===== config.mk =====
export PLATFORM = sky130hd
export DESIGN_NAME = tick_generator_flat
export DESIGN_NICKNAME = d
export VERILOG_FILES = /design/src/rtl/tick_gen_pkg.sv /design/src/rtl/tick_generator_if.sv /design/src/rtl/tick_channel.sv /design/src/rtl/tick_generator.sv /design/src/flat_wrapper.sv
export SDC_FILE = /design/constraint.sdc
export NUM_CORES = 1
export LEC_CHECK = 0
export BUFFER_PORTS_ARGS = -buffer_cell sky130_fd_sc_hd__clkbuf_2
export CAP_MARGIN = 20
export CELL_PAD_IN_SITES_DETAIL_PLACEMENT = 0
export CELL_PAD_IN_SITES_GLOBAL_PLACEMENT = 2
export CORE_MARGIN = 2
export CORE_UTILIZATION = 34
export CTS_CLUSTER_DIAMETER = 100
export DETAILED_ROUTE_END_ITERATION = 7
export PLACE_DENSITY_LB_ADDON = 0.05
export SYNTH_ARGS = -nofsm -noshare
export SYNTH_HDL_FRONTEND = slang
export SYNTH_SLANG_ARGS = --single-unit

===== constraint.sdc =====
create_clock -name clk -period 3.5 [get_ports clk]
set_clock_uncertainty 0.15 [all_clocks]
set_input_delay 0.7 -clock clk [delete_from_list [all_inputs] [get_ports clk]]
set_output_delay 0.7 -clock clk [all_outputs]
set_load 0.005 [all_outputs]

===== src/rtl/tick_gen_pkg.sv =====
// Shared constants and helpers for the multi-channel tick generator.
package tick_gen_pkg;

   // Board-level default: one tick per second from a 300 MHz clock.
   localparam int unsigned TICK_DEFAULT_PERIOD = 300_000_000;

   function automatic int CH_IDX_W(input int ch);
      return (ch > 1) ? $clog2(ch) : 1;
   endfunction

endpackage


===== src/rtl/tick_generator_if.sv =====
// Control/status bundle between the tick generator and its consumer.
interface tick_generator_if import tick_gen_pkg::*; #(
   parameter int CHANNELS = 4,
   parameter int WIDTH    = 32
);
   logic [CHANNELS-1:0]            enable;
   logic [CHANNELS-1:0]            oneshot;
   logic                           load;
   logic [CH_IDX_W(CHANNELS)-1:0]  load_ch;
   logic [WIDTH-1:0]               load_period;
   logic [CHANNELS-1:0]            tick;
   logic [CHANNELS-1:0]            busy;

   modport master (output enable, oneshot, load, load_ch, load_period,
                   input  tick, busy);
   modport slave  (input  enable, oneshot, load, load_ch, load_period,
                   output tick, busy);
endinterface


===== src/rtl/tick_channel.sv =====
// One programmable tick channel: period register, counter and one-shot arm flag.
module tick_channel #(
   parameter int               WIDTH          = 32,
   parameter logic [WIDTH-1:0] DEFAULT_PERIOD = WIDTH'(tick_gen_pkg::TICK_DEFAULT_PERIOD)
) (
   input  logic             clk,
   input  logic             reset,
   input  logic             enable,
   input  logic             oneshot,
   input  logic             load_hit,
   input  logic [WIDTH-1:0] load_period,
   output logic             tick,
   output logic             busy
);
   logic [WIDTH-1:0] per;
   logic [WIDTH-1:0] cnt;
   logic             armed;

   // Priority: reset, then load, then enable-low re-arm, then counting.
   always_ff @(posedge clk) begin
      if (!reset) begin
         per   <= DEFAULT_PERIOD;
         cnt   <= '0;
         armed <= 1'b1;
         tick  <= 1'b0;
      end else if (load_hit) begin
         per   <= load_period;
         cnt   <= '0;
         armed <= 1'b1;
         tick  <= 1'b0;
      end else if (!enable) begin
         cnt   <= '0;
         armed <= 1'b1;
         tick  <= 1'b0;
      end else if (!armed || per == '0) begin
         cnt   <= '0;
         tick  <= 1'b0;
      end else if (cnt == per - WIDTH'(1)) begin
         cnt   <= '0;
         tick  <= 1'b1;
         if (oneshot) armed <= 1'b0;
      end else begin
         cnt   <= cnt + WIDTH'(1);
         tick  <= 1'b0;
      end
   end

   assign busy = enable && armed && (per != '0);

endmodule


===== src/rtl/tick_generator.sv =====
// CHANNELS independent clock-enable tick sources with a shared period-load port.
module tick_generator import tick_gen_pkg::*; #(
   parameter int               CHANNELS       = 4,
   parameter int               WIDTH          = 32,
   parameter logic [WIDTH-1:0] DEFAULT_PERIOD = WIDTH'(TICK_DEFAULT_PERIOD)
) (
   input  logic       clk,
   input  logic       reset,
   tick_generator_if.slave bus
);
   logic [CHANNELS-1:0] load_hit;

   // Out-of-range channel indices match no instance and are dropped.
   for (genvar i = 0; i < CHANNELS; i++) begin : g_ch
      assign load_hit[i] = bus.load && (int'(bus.load_ch) == i);

      tick_channel #(
         .WIDTH          (WIDTH),
         .DEFAULT_PERIOD (DEFAULT_PERIOD)
      ) u_ch (
         .clk         (clk),
         .reset       (reset),
         .enable      (bus.enable[i]),
         .oneshot     (bus.oneshot[i]),
         .load_hit    (load_hit[i]),
         .load_period (bus.load_period),
         .tick        (bus.tick[i]),
         .busy        (bus.busy[i])
      );
   end

endmodule


===== src/flat_wrapper.sv =====
// flat-port wrapper written by rule: the top's interface ports become plain ports
module tick_generator_flat import tick_gen_pkg::*;
#(
   parameter int               CHANNELS       = 4,
   parameter int               WIDTH          = 32,
   parameter logic [WIDTH-1:0] DEFAULT_PERIOD = WIDTH'(TICK_DEFAULT_PERIOD)
)
  (clk, reset, bus_enable, bus_oneshot, bus_load, bus_load_ch, bus_load_period, bus_tick, bus_busy);
  tick_generator_if #(.CHANNELS(CHANNELS), .WIDTH(WIDTH)) bus_i ();
  input  logic clk;
  input  logic reset;
  input wire logic [$bits(bus_i.enable)-1:0] bus_enable;
  input wire logic [$bits(bus_i.oneshot)-1:0] bus_oneshot;
  input wire logic [$bits(bus_i.load)-1:0] bus_load;
  input wire logic [$bits(bus_i.load_ch)-1:0] bus_load_ch;
  input wire logic [$bits(bus_i.load_period)-1:0] bus_load_period;
  output wire logic [$bits(bus_i.tick)-1:0] bus_tick;
  output wire logic [$bits(bus_i.busy)-1:0] bus_busy;
  assign bus_i.enable = bus_enable;
  assign bus_i.oneshot = bus_oneshot;
  assign bus_i.load = bus_load;
  assign bus_i.load_ch = bus_load_ch;
  assign bus_i.load_period = bus_load_period;
  assign bus_tick = bus_i.tick;
  assign bus_busy = bus_i.busy;
  tick_generator #(.CHANNELS(CHANNELS), .WIDTH(WIDTH), .DEFAULT_PERIOD(DEFAULT_PERIOD)) u_core (.clk(clk), .reset(reset), .bus(bus_i));
endmodule

==> reports/results.ini, run 1 <==
[status]
status = complete, but fails checks
violations = setup timing

[clocking]
cts.htree.levels = 1
clock-sinks = 264
clockBufferDepth = 3
numCtsBuffers = 31
cts_hold_buffers = 0
clk_pin_slew_ns = 0.06
clock_latency_ns = 0.57
ctsRootBufferMaster = clkbuf_16
cts_tree = built

[grt]
antenna_found_initial = 0
grt_pass1_wl_um = 73400
grt_start_max_net_pins = 104
grt_pass1_vias = 12800
grt_overflow = 0
grt_usage_pct = 19.7

[final_layout]
area_delta_synth_final_pct = 16.8
area.sequential_sq_um = 5300
final_cell_mix = nand2_1 (334), dfxtp_1 (255), xnor2_1 (160), nor2_1 (153), xor2_1 (127)
fillCellCount = 4677
multi_input_area_sq_um = 9600
final_common_cell = nand2_1
antenna_cells = 0
drive_above_1_share_pct = 13.9
fin_nets = 2056

[power]
power_w = 0.00701
power.density_nw_per_um2 = 392
switchingPower_w = 0.00181
seqPwrFrac_pct = 45.0
p_leak_nw = 6.17
switching_share_pct = 25.8
pwr-share-clk_pct = 45.1
p_int_w = 0.00520
ir_drop_mv = 0.313
combPwrFrac_pct = 9.9

[sta]
worst_slack_ns = -0.0338
fmax_ghz = 0.283
tns_ns = -0.0338
setup_violations = 1
finalHoldViolCount = 0
fin_hold_ws_ns = 0.260
post-route-period-util_pct = 101
drv_slew = 0
rsz0062_at_grt = true
tightest_slew_ns = 1.00
relSlewSlack_pct = 33.0
period_minus_slack_ns = 3.53

[setup_path]
critPathTopFamily = simple AND/OR/NAND/NOR gates
max_stage_delay_ns = 0.53
path_max_fanout = 5
cp-end-kind = output port
crit_buf_inv = 1
crit_top_cell = or4_4
start_kind = register
worstPathArrival_ns = 2.68
crit_chain = or4_4 -> nor4_4 -> nand3_2 -> or4_4 -> and3_4 -> clkbuf_2
crit_required_ns = 2.65
crit_type = register to output port
slowest_stage = or4_4

[floorplanning]
ioPinCount = 53
core_sq_um = 44300
die_height_um = 216
dieArea_sq_um = 46700
die_w_um = 216
start_util_pct = 34.5
rows = 77

[synth]
synth_edf_count = 0
syn_area_per_cell_sq_um = 7.94
ys_types = 81
synthesis.instances = 1927
synth_top_area_cell = dfxtp_1
yosysTopAreaCellShare_pct = 34.6
yosys-top-cells-area = dfxtp_1 (35%), xnor2_1 (9.2%), nand2_1 (8.2%)
seq_area_frac_synth_pct = 34.6
yosys_most_used_dff = dfxtp_1
ys_ff_latch = 264
synthArstFlopShare_pct = 0
syn-num-nets = 1980
syn-cell-area_sq_um = 15300
yosys_warnings = 0

[routing]
wirelength_um = 46200
drt_iter0_markers = 870
dr_total_vias = 13400
remaining_drc_errors = 0
viasPerCell = 5.12
wl_per_cell_um = 17.7
firstDrtPassIters = 5
postRouteAntennaNets = 0

[worst_hold_path]
hold_class = primary input to register

[run]
cap_violations = 0

[placement]
place_hpwl_um = 34400
numPortBuffers = 52
routabilityCongestion = 0.822

-- worst paths after layout --
| path | from | depth (start not counted) | endpoint | slack, ns |
|---|---|---|---|---|
| worst max-delay path | u_core.g_ch[0].u_ch.per[9] | 6 | bus_busy[0] | -0.03 |
| worst min-delay path | reset | 2 | u_core.g_ch[1].u_ch.per[15] | 0.26 |
| worst max register to register | u_core.g_ch[0].u_ch.per[8] | 10 | u_core.g_ch[0].u_ch.armed | 0.18 |
| worst min register to register | u_core.g_ch[1].u_ch.armed | 2 | u_core.g_ch[1].u_ch.armed | 0.32 |
-- synthesized netlist by cell type (all sizes together) (4+ instances only) --
master,count
nand2,335
dfxtp,264
xnor2,160
nor2,156
xor2,127
nand3,113
nor3,98
a21boi,88
clkbuf,88
nor4,55
nand4,49
and3,36
inv,28
or4,27
buf,26
a21oi,21
nor3b,20
o21ai,18
and2,15
and4,14
nor4b,13
or2,13
or3,12
nand2b,11
o211ai,11
a211oi,10
nor2b,10
a31oi,9
ha,8
nand4b,7
mux2i,6
o2111ai,6
o22ai,6
a41oi,5
o21a,5
o31ai,5
a2111oi,4
o31a,4
o41ai,4
-- stage by stage --
stage | area, sq um | instances | utilization [%] | worst slack, ns
4_1_cts | 17700 | 2606 | 39.9 | -0.0819
3_5_place_dp | 16500 | 2547 | 37.3 | 0.0864
2_1_floorplan | 15300 | 1927 | - | 0.0743
3_3_place_gp | 16500 | 2547 | 37.3 | 0.0883
6_report | 17900 | 2616 | 40.3 | -0.0338
5_1_grt | 17900 | 2616 | 40.3 | -0.139
-- layout make-up --
| type | count | share of cell area [%] |
|---|---|---|
| multi-input combinational | 1521 | 53.8 |
| clock inverter | 10 | 0.462 |
| sequential | 264 | 29.7 |
| clock buffer | 44 | 5.06 |
| inverter | 28 | 0.588 |
| timing repair buffer | 157 | 6.31 |
| tap | 592 | 4.15 |
-- power by group through the flow --
stage          clock network (W)  logic (W)  registers [W]
2_1_floorplan                  0   0.000430        0.00319
3_3_place_gp                   0   0.000681        0.00322
3_5_place_dp                   0   0.000683        0.00322
4_1_cts                  0.00328   0.000693        0.00315
5_1_grt                  0.00337   0.000771        0.00317
6_report                 0.00316   0.000695        0.00316
-- cells by family (layout without fill, tap and decap cells) --
kind of cell / count (synthesis) / in the layout / share of synthesized area (%)
simple gates: 996 / 996 / 33.1
xor+xnor: 287 / 287 / 16.4
flops: 264 / 264 / 34.6
compound gates: 223 / 223 / 10.7
buf+inv: 142 / 239 / 4.12
fa+ha+maj: 8 / 8 / 0.655
mux: 7 / 7 / 0.466
-- registers in the layout, indices dropped and copies added, names as in the netlist --
signal and flops:
u_core.g_ch.u_ch.cnt 128, u_core.g_ch.u_ch.per 128, u_core.g_ch.u_ch.armed 4, u_core.g_ch.u_ch.tick 4
-- per-layer routing --
layer	track usage, %	vias to the layer above	wire length (um)
li1	-	6883	-
met1	29.5	6290	24200
met2	30.1	160	19800
met3	2.02	53	1100
met4	4.68	0	1080
met5	0	-	0
-- timing repair --
item                                    in CTS  in global routing
cloned                                       0                  1
buffers inserted                             5                  9
pin swaps                                    2                  5
gates resized for setup                     22                 31
endpoints found under the setup margin       3                115
(Power assumes the default switching activity.)
==> inputs of run 2 (changes only) <==
- ABC_AREA: default -> 1
- CORE_UTILIZATION: 34 -> 32
==> run 2 against run 1 <==
- the run now ends clean
- final cell count is 23% higher
- global-route usage increased by 1.1 points
- routed wire length rose by 18%
- area after synthesis grew 7.4%
- critical endpoint is now bus_busy[2]
==> reports/results.ini, run 2 <==
[status]
status = finished, final reports clean

[grt]
grt_overflow = 0  ; unchanged
grt_pass1_vias = 14600  ; +14%
antenna_found_initial = 0  ; unchanged
grt_pass1_wl_um = 85400  ; +16%
grt_usage_pct = 20.8  ; +1.1 points
grt_start_max_net_pins = 99  ; -4.8%

[final_layout]
fin_nets = 2577  ; +25%
drive_above_1_share_pct = 9.73  ; -4.2 points
final_common_cell = nand2_1
area.sequential_sq_um = 5290  ; -0.31%
antenna_cells = 0  ; unchanged
fillCellCount = 5641  ; +21%
multi_input_area_sq_um = 9720  ; +1.2%
fin_area_sq_um = 18500  ; +3.3%
area_delta_synth_final_pct = 12.4
reg_top3 = u_core.g_ch.u_ch.cnt: 128 flops, u_core.g_ch.u_ch.per: 128 flops
final_cell_mix = nand2_1 (556), nor2_1 (461), inv_1 (268), dfxtp_1 (264), xor2_1 (167)

[power]
p_leak_nw = 7.27  ; +18%
ir_drop_mv = 0.318  ; +1.8%
power.density_nw_per_um2 = 420  ; +7.0%

[setup_path]
r2r-end = u_core.g_ch[0].u_ch.tick
start_kind = register
crit-reg2reg-launch = u_core.g_ch[0].u_ch.per[0]
worstRegToRegCells = 11  ; +1
crit_required_ns = 2.65  ; about the same
worstPathArrival_ns = 2.40  ; -0.28 ns
cp-end-kind = output port
regToRegSetupSlack_ns = 0.49  ; +0.31 ns
path_max_fanout = 7  ; +2
crit_type = register to output port

[synth]
yosys-top-cells-area = dfxtp_1 (32%), nand2_1 (13%), nor2_1 (11%)
syn_area_per_cell_sq_um = 6.60  ; -17%
ys_types = 45  ; -44%
syn-num-nets = 2541  ; +28%
synthArstFlopShare_pct = 0  ; unchanged
synth_common_cells = nand2_1 (556), nor2_1 (462), inv_1 (268)
ys_ff_latch = 264  ; unchanged
yosysTopAreaCellShare_pct = 32.2  ; -2.4 points
seq_area_frac_synth_pct = 32.2  ; -2.4 points
yosys_warnings = 0  ; unchanged
synthesis.instances = 2488  ; +29%
syn-cell-area_sq_um = 16400  ; +7.4%
synth_top_area_cell = dfxtp_1
synth.most_common_cell = nand2_1
synth_edf_count = 0  ; unchanged
yosys_most_used_dff = dfxtp_1

[routing]
wl_per_cell_um = 16.9  ; -4.0%
dr_total_vias = 15100  ; +13%
wirelength_um = 54700  ; +18%
remaining_drc_errors = 0  ; unchanged
viasPerCell = 4.67  ; -8.8%
postRouteAntennaNets = 0  ; unchanged
firstDrtPassIters = 5  ; unchanged
drt_iter0_markers = 944  ; +8.5%

[clocking]
cts.htree.levels = 2  ; +1
clk_pin_slew_ns = 0.05  ; about the same
ctsRootBufferMaster = clkbuf_16
numCtsBuffers = 35  ; +13%
cts_tree = built
clock-sinks = 264  ; unchanged
cts_setup_buffers = 0  ; -5
clock_latency_ns = 0.55  ; -0.02 ns
clockBufferDepth = 3  ; unchanged

[floorplanning]
die_height_um = 231  ; +6.7%
dieArea_sq_um = 53100  ; +14%
rows = 83  ; +7.8%
ioPinCount = 53  ; unchanged
start_util_pct = 32.2  ; -2.3 points
core_sq_um = 51000  ; +15%
die_w_um = 231  ; +6.7%

[placement]
routabilityCongestion = 0.886  ; +7.8%
placed_area_sq_um = 17300  ; +4.4%
numPortBuffers = 52  ; unchanged
place_hpwl_um = 42600  ; +24%

[sta]
post-route-period-util_pct = 92.7  ; -8.2 points
period_minus_slack_ns = 3.25  ; -0.288 ns
relSlewSlack_pct = 40.2  ; +7.2 points
drv_slew = 0  ; unchanged
fmax_ghz = 0.308  ; +8.9%
rsz0062_at_grt = false
tightest_slew_ns = 0.896  ; -0.108 ns
tns_ns = 0  ; +0.0338 ns
finalHoldViolCount = 0  ; unchanged
setup_violations = 0  ; -1

[run]
cap_violations = 0  ; unchanged

[worst_hold_path]
hp-start = u_core.g_ch[0].u_ch.armed
min_to = u_core.g_ch[0].u_ch.armed
hold_depth = 2  ; unchanged
hold_class = register to register

-- run 2: final cells by class --
type	count	area share, %
Multi-Input combinational cell	1881	52.7
Sequential cell	264	28.6
Inverter	277	5.64
Clock inverter	6	0.448
Timing Repair Buffer	65	2.09
Tap cell	680	4.61
Clock buffer	56	5.89
-- run 2: what timing repair did --
item,4_1_cts,5_1_grt
endpoints found under the setup margin,0,1
gates resized for setup,0,1
hold buffers,0,0
endpoints found under the hold margin,0,0
-- run 2: worst max-delay path, cell delays in order, from the launching register on --
cell and delay [ns]:
dfxtp_1 0.30, inv_1 0.10, ha_1 0.24, nand2_2 0.14, nor2_8 0.20, and2_1 0.20
nand2_1 0.09, nor3_1 0.29, nor3_1 0.14, clkbuf_2 0.14
-- run 2: cell families after synthesis --
kind of cell | count (synthesis) | synth area share (%)
adders and majority gates | 8 | 0.610
xor gates and xnor gates | 250 | 13.4
AOI/OAI and AO/OA | 191 | 6.22
and+or+nand+nor | 1432 | 38.9
DFF | 264 | 32.2
buffers and inverters | 343 | 8.68
-- run 2: metal layers --
layer | vias up | global-route usage [%] | part of all wire, %
li1 | 7870 | - | -
met1 | 6887 | 29.0 | 50
met2 | 236 | 33.6 | 44
met3 | 71 | 2.47 | 3.4
met4 | 0 | 6.27 | 2.6
met5 | - | 0 | 0
-- run 2: stage by stage --
stage	std cells	total power (W)	utilization [%]	setup WS [ns]	hold WS (ns)
2_1_floorplan	2488	0.00382	-	1.11	0.259
3_3_place_gp	3167	0.00411	33.9	0.456	0.273
3_5_place_dp	3167	0.00411	33.9	0.462	0.280
4_1_cts	3229	0.00789	36.2	0.106	0.261
5_1_grt	3229	0.00811	36.2	0.0370	0.314
6_report	3229	0.00775	36.2	0.254	0.285
-- run 2: how the worst max path moves through the flow --
stage	startpoint	to	slack, ns	cells past startpoint
2_1_floorplan	u_core.g_ch[2].u_ch.per[0]	bus_busy[2]	1.11	9
3_3_place_gp	u_core.g_ch[0].u_ch.per[0]	u_core.g_ch[0].u_ch.tick	0.46	11
3_5_place_dp	u_core.g_ch[0].u_ch.per[0]	u_core.g_ch[0].u_ch.tick	0.46	11
4_1_cts	u_core.g_ch[0].u_ch.per[0]	bus_busy[0]	0.11	10
5_1_grt	u_core.g_ch[2].u_ch.per[0]	bus_busy[2]	0.04	9
6_report	u_core.g_ch[2].u_ch.per[0]	bus_busy[2]	0.25	9
-- run 2: report_power, final --
group / switching (W) / internal, W / leakage, nW
registers: 0.000120 / 0.00309 / 2.15
logic: 0.000566 / 0.000267 / 4.56
clock network: 0.00144 / 0.00227 / 0.573
total: 0.00213 / 0.00562 / 7.27
==> inputs of run 3 (changes only) <==
- BUFFER_PORTS_ARGS: -buffer_cell sky130_fd_sc_hd__clkbuf_2 -> default
- CORE_UTILIZATION: 32 -> 33
- DONT_BUFFER_PORTS: default -> 1
==> run 3 against run 2 <==
- global-route usage increased by 0.57 points
- hold slack lost 0.15 ns
- maximum frequency is 3.2% higher
==> reports/results.ini, run 3 (synthesized netlist as in run 2, its figures left out) <==
[setup_path]
max_stage_delay_ns = 0.32  ; +0.02 ns
r2r-end = u_core.g_ch[3].u_ch.cnt[12]
crit-reg2reg-launch = u_core.g_ch[3].u_ch.per[0]
cp-end-kind = output port
startpoint = u_core.g_ch[3].u_ch.per[0]
crit_required_ns = 2.65  ; about the same
crit_end = bus_busy[3]
crit_buf_inv = 1  ; -1
crit_top_cell = nand2_1
start_kind = register
crit_type = register to output port
cp.depth = 9  ; unchanged
slowest_stage = dfxtp_1
path_max_fanout = 10  ; +3
worstRegToRegCells = 13  ; +2
crit_chain = inv_1 -> ha_1 -> nand2_1 -> nor2_4 -> nand3_2 -> nor2_2 -> nand2_1 -> nand2_1 -> nor2_1
critPathTopFamily = simple AND/OR/NAND/NOR gates
worstPathArrival_ns = 2.29  ; -0.11 ns
regToRegSetupSlack_ns = 0.68  ; +0.19 ns

[clocking]
ctsRootBufferMaster = clkbuf_16
ctsResizeCount = 0  ; unchanged
cts.htree.levels = 2  ; unchanged
numCtsBuffers = 35  ; unchanged
cts_setup_buffers = 0  ; unchanged
clock_latency_ns = 0.55  ; about the same
cts_hold_buffers = 0  ; unchanged
clock-sinks = 264  ; unchanged
clk_pin_slew_ns = 0.06  ; about the same
clockBufferDepth = 3  ; unchanged
cts_tree = built

[grt]
grt_pass1_wl_um = 84600  ; -0.93%
grt_usage_pct = 21.4  ; +0.57 points
antenna_found_initial = 2  ; +2
grt_start_max_net_pins = 131  ; +32%
grt_overflow = 0  ; unchanged
grt_pass1_vias = 14600  ; +0.47%

[routing]
postRouteAntennaNets = 0  ; unchanged
wl_met3_um = 2010  ; +8.5%
dr_total_vias = 14800  ; -2.1%
dr_wl_met2_um = 24200  ; +0.52%
remaining_drc_errors = 0  ; unchanged
wirelength_um = 53600  ; -2.1%
drt_iter0_markers = 794  ; -16%
firstDrtPassIters = 6  ; +1
drt-met1-wl_um = 26200  ; -4.2%
wl_per_cell_um = 17.0  ; about the same
top_layer = met4
viasPerCell = 4.67  ; about the same

[final_layout]
fillCellCount = 5473  ; -3.0%
final_cell_mix = nand2_1 (556), nor2_1 (460), inv_1 (268), dfxtp_1 (264), xor2_1 (167)
multi_input_area_sq_um = 9720  ; about the same
area.sequential_sq_um = 5290  ; unchanged
fin_nets = 2522  ; -2.1%
area_delta_synth_final_pct = 10.0
fin_area_sq_um = 18100  ; -2.1%
final_common_cell = nand2_1
drive_above_1_share_pct = 7.70  ; -2.0 points
reg_top3 = u_core.g_ch.u_ch.cnt: 128 flops, u_core.g_ch.u_ch.per: 128 flops

[floorplanning]
dieArea_sq_um = 51600  ; -3.0%
die_w_um = 227  ; -1.5%
rows = 81  ; -2.4%
ioPinCount = 53  ; unchanged
core_sq_um = 49100  ; -3.8%
start_util_pct = 33.5  ; +1.3 points
die_height_um = 227  ; -1.5%

[power]
switchingPower_w = 0.00201  ; -5.6%
ir_drop_mv = 0.256  ; -20%
combPwrFrac_pct = 9.5  ; -1.2 points
pwr-share-clk_pct = 47.5  ; -0.3 points
p_int_w = 0.00547  ; -2.8%
switching_share_pct = 26.9  ; -0.57 points
power.density_nw_per_um2 = 414  ; -1.5%
p_leak_nw = 7.01  ; -3.6%
seqPwrFrac_pct = 42.9  ; +1.5 points

[sta]
finalHoldViolCount = 0  ; unchanged
worst_slack_ns = 0.355  ; +0.101 ns
relSlewSlack_pct = 45.9  ; +5.7 points
tns_ns = 0  ; unchanged
post-route-period-util_pct = 89.8  ; -2.9 points
tightest_slew_ns = 0.812  ; -0.0849 ns
drv_slew = 0  ; unchanged
fmax_ghz = 0.318  ; +3.2%
rsz0062_at_grt = false
period_minus_slack_ns = 3.14  ; -0.101 ns
setup_violations = 0  ; unchanged

[status]
status = finished, final reports clean

[placement]
pre_cts_slack_ns = 0.687  ; +0.225 ns
place_hpwl_um = 41700  ; -2.1%
placed_area_sq_um = 16900  ; -1.9%
routabilityCongestion = 0.859  ; -3.0%
numPortBuffers = 0  ; -100%

[worst_hold_path]
hold_class = primary input to register

[run]
cap_violations = 0  ; unchanged

run 3: changes by cell type in the layout (fill, tap and decap cells not counted), moves of 2 or more:
cell	previous run	this run
buf_12	2	0
clkbuf_2	51	0
buf_4	12	10
clkinv_2	3	6
clkbuf_8	9	6
run 3: how the worst min path moves through the flow:
stage,startpoint,end,slack (ns),depth (start not counted)
global placement,u_core.g_ch[0].u_ch.armed,u_core.g_ch[0].u_ch.armed,0.28,2
detailed placement,u_core.g_ch[0].u_ch.armed,u_core.g_ch[0].u_ch.armed,0.28,2
CTS,bus_load_period[16],u_core.g_ch[0].u_ch.per[16],0.1,2
finish,bus_load_period[9],u_core.g_ch[3].u_ch.per[9],0.13,2
floorplan,u_core.g_ch[0].u_ch.armed,u_core.g_ch[0].u_ch.armed,0.26,2
global route,bus_load_period[15],u_core.g_ch[3].u_ch.per[15],0.12,2
run 3: final cells by class:
class                   count  share of cell area [%]
flip-flops and latches    264                    29.3
inverters                 277                    5.75
multi-input cells        1881                    53.8
clock inverters             8                   0.381
repair buffers             10                   0.415
well taps                 664                    4.60
diodes                      1                  0.0138
clock buffers              54                    5.81
run 3: worst reg2reg max path, delay by kind of cell (launching register included):
family / cells / cell delay [ns]
and+or+nand+nor: 10 / 1.67
DFF: 1 / 0.32
buffers and inverters: 2 / 0.31
adders and majority gates: 1 / 0.24
run 3: power groups by stage:
stage	registers [W]	logic (W)	clock network, W
after detailed placement	0.00327	0.000717	0
after global placement	0.00327	0.000717	0
after global routing	0.00322	0.000825	0.00379
final	0.00321	0.000713	0.00355
after CTS	0.00321	0.000720	0.00368
after floorplan	0.00322	0.000597	0
run 3: routing by layer:
layer	vias up	global-route usage, %
li1	7774	-
met1	6711	29.0
met2	209	35.4
met3	58	3.55
met4	0	5.00
met5	-	0
run 3: per-stage QoR:
stage	power (W)	utilization, %	cells	hold WS (ns)
floorplan	0.00382	-	2488	0.259
global placement	0.00399	34.6	3096	0.282
detailed placement	0.00399	34.6	3096	0.283
CTS	0.00760	36.8	3158	0.0983
global route	0.00783	36.8	3158	0.116
finish	0.00747	36.8	3159	0.132
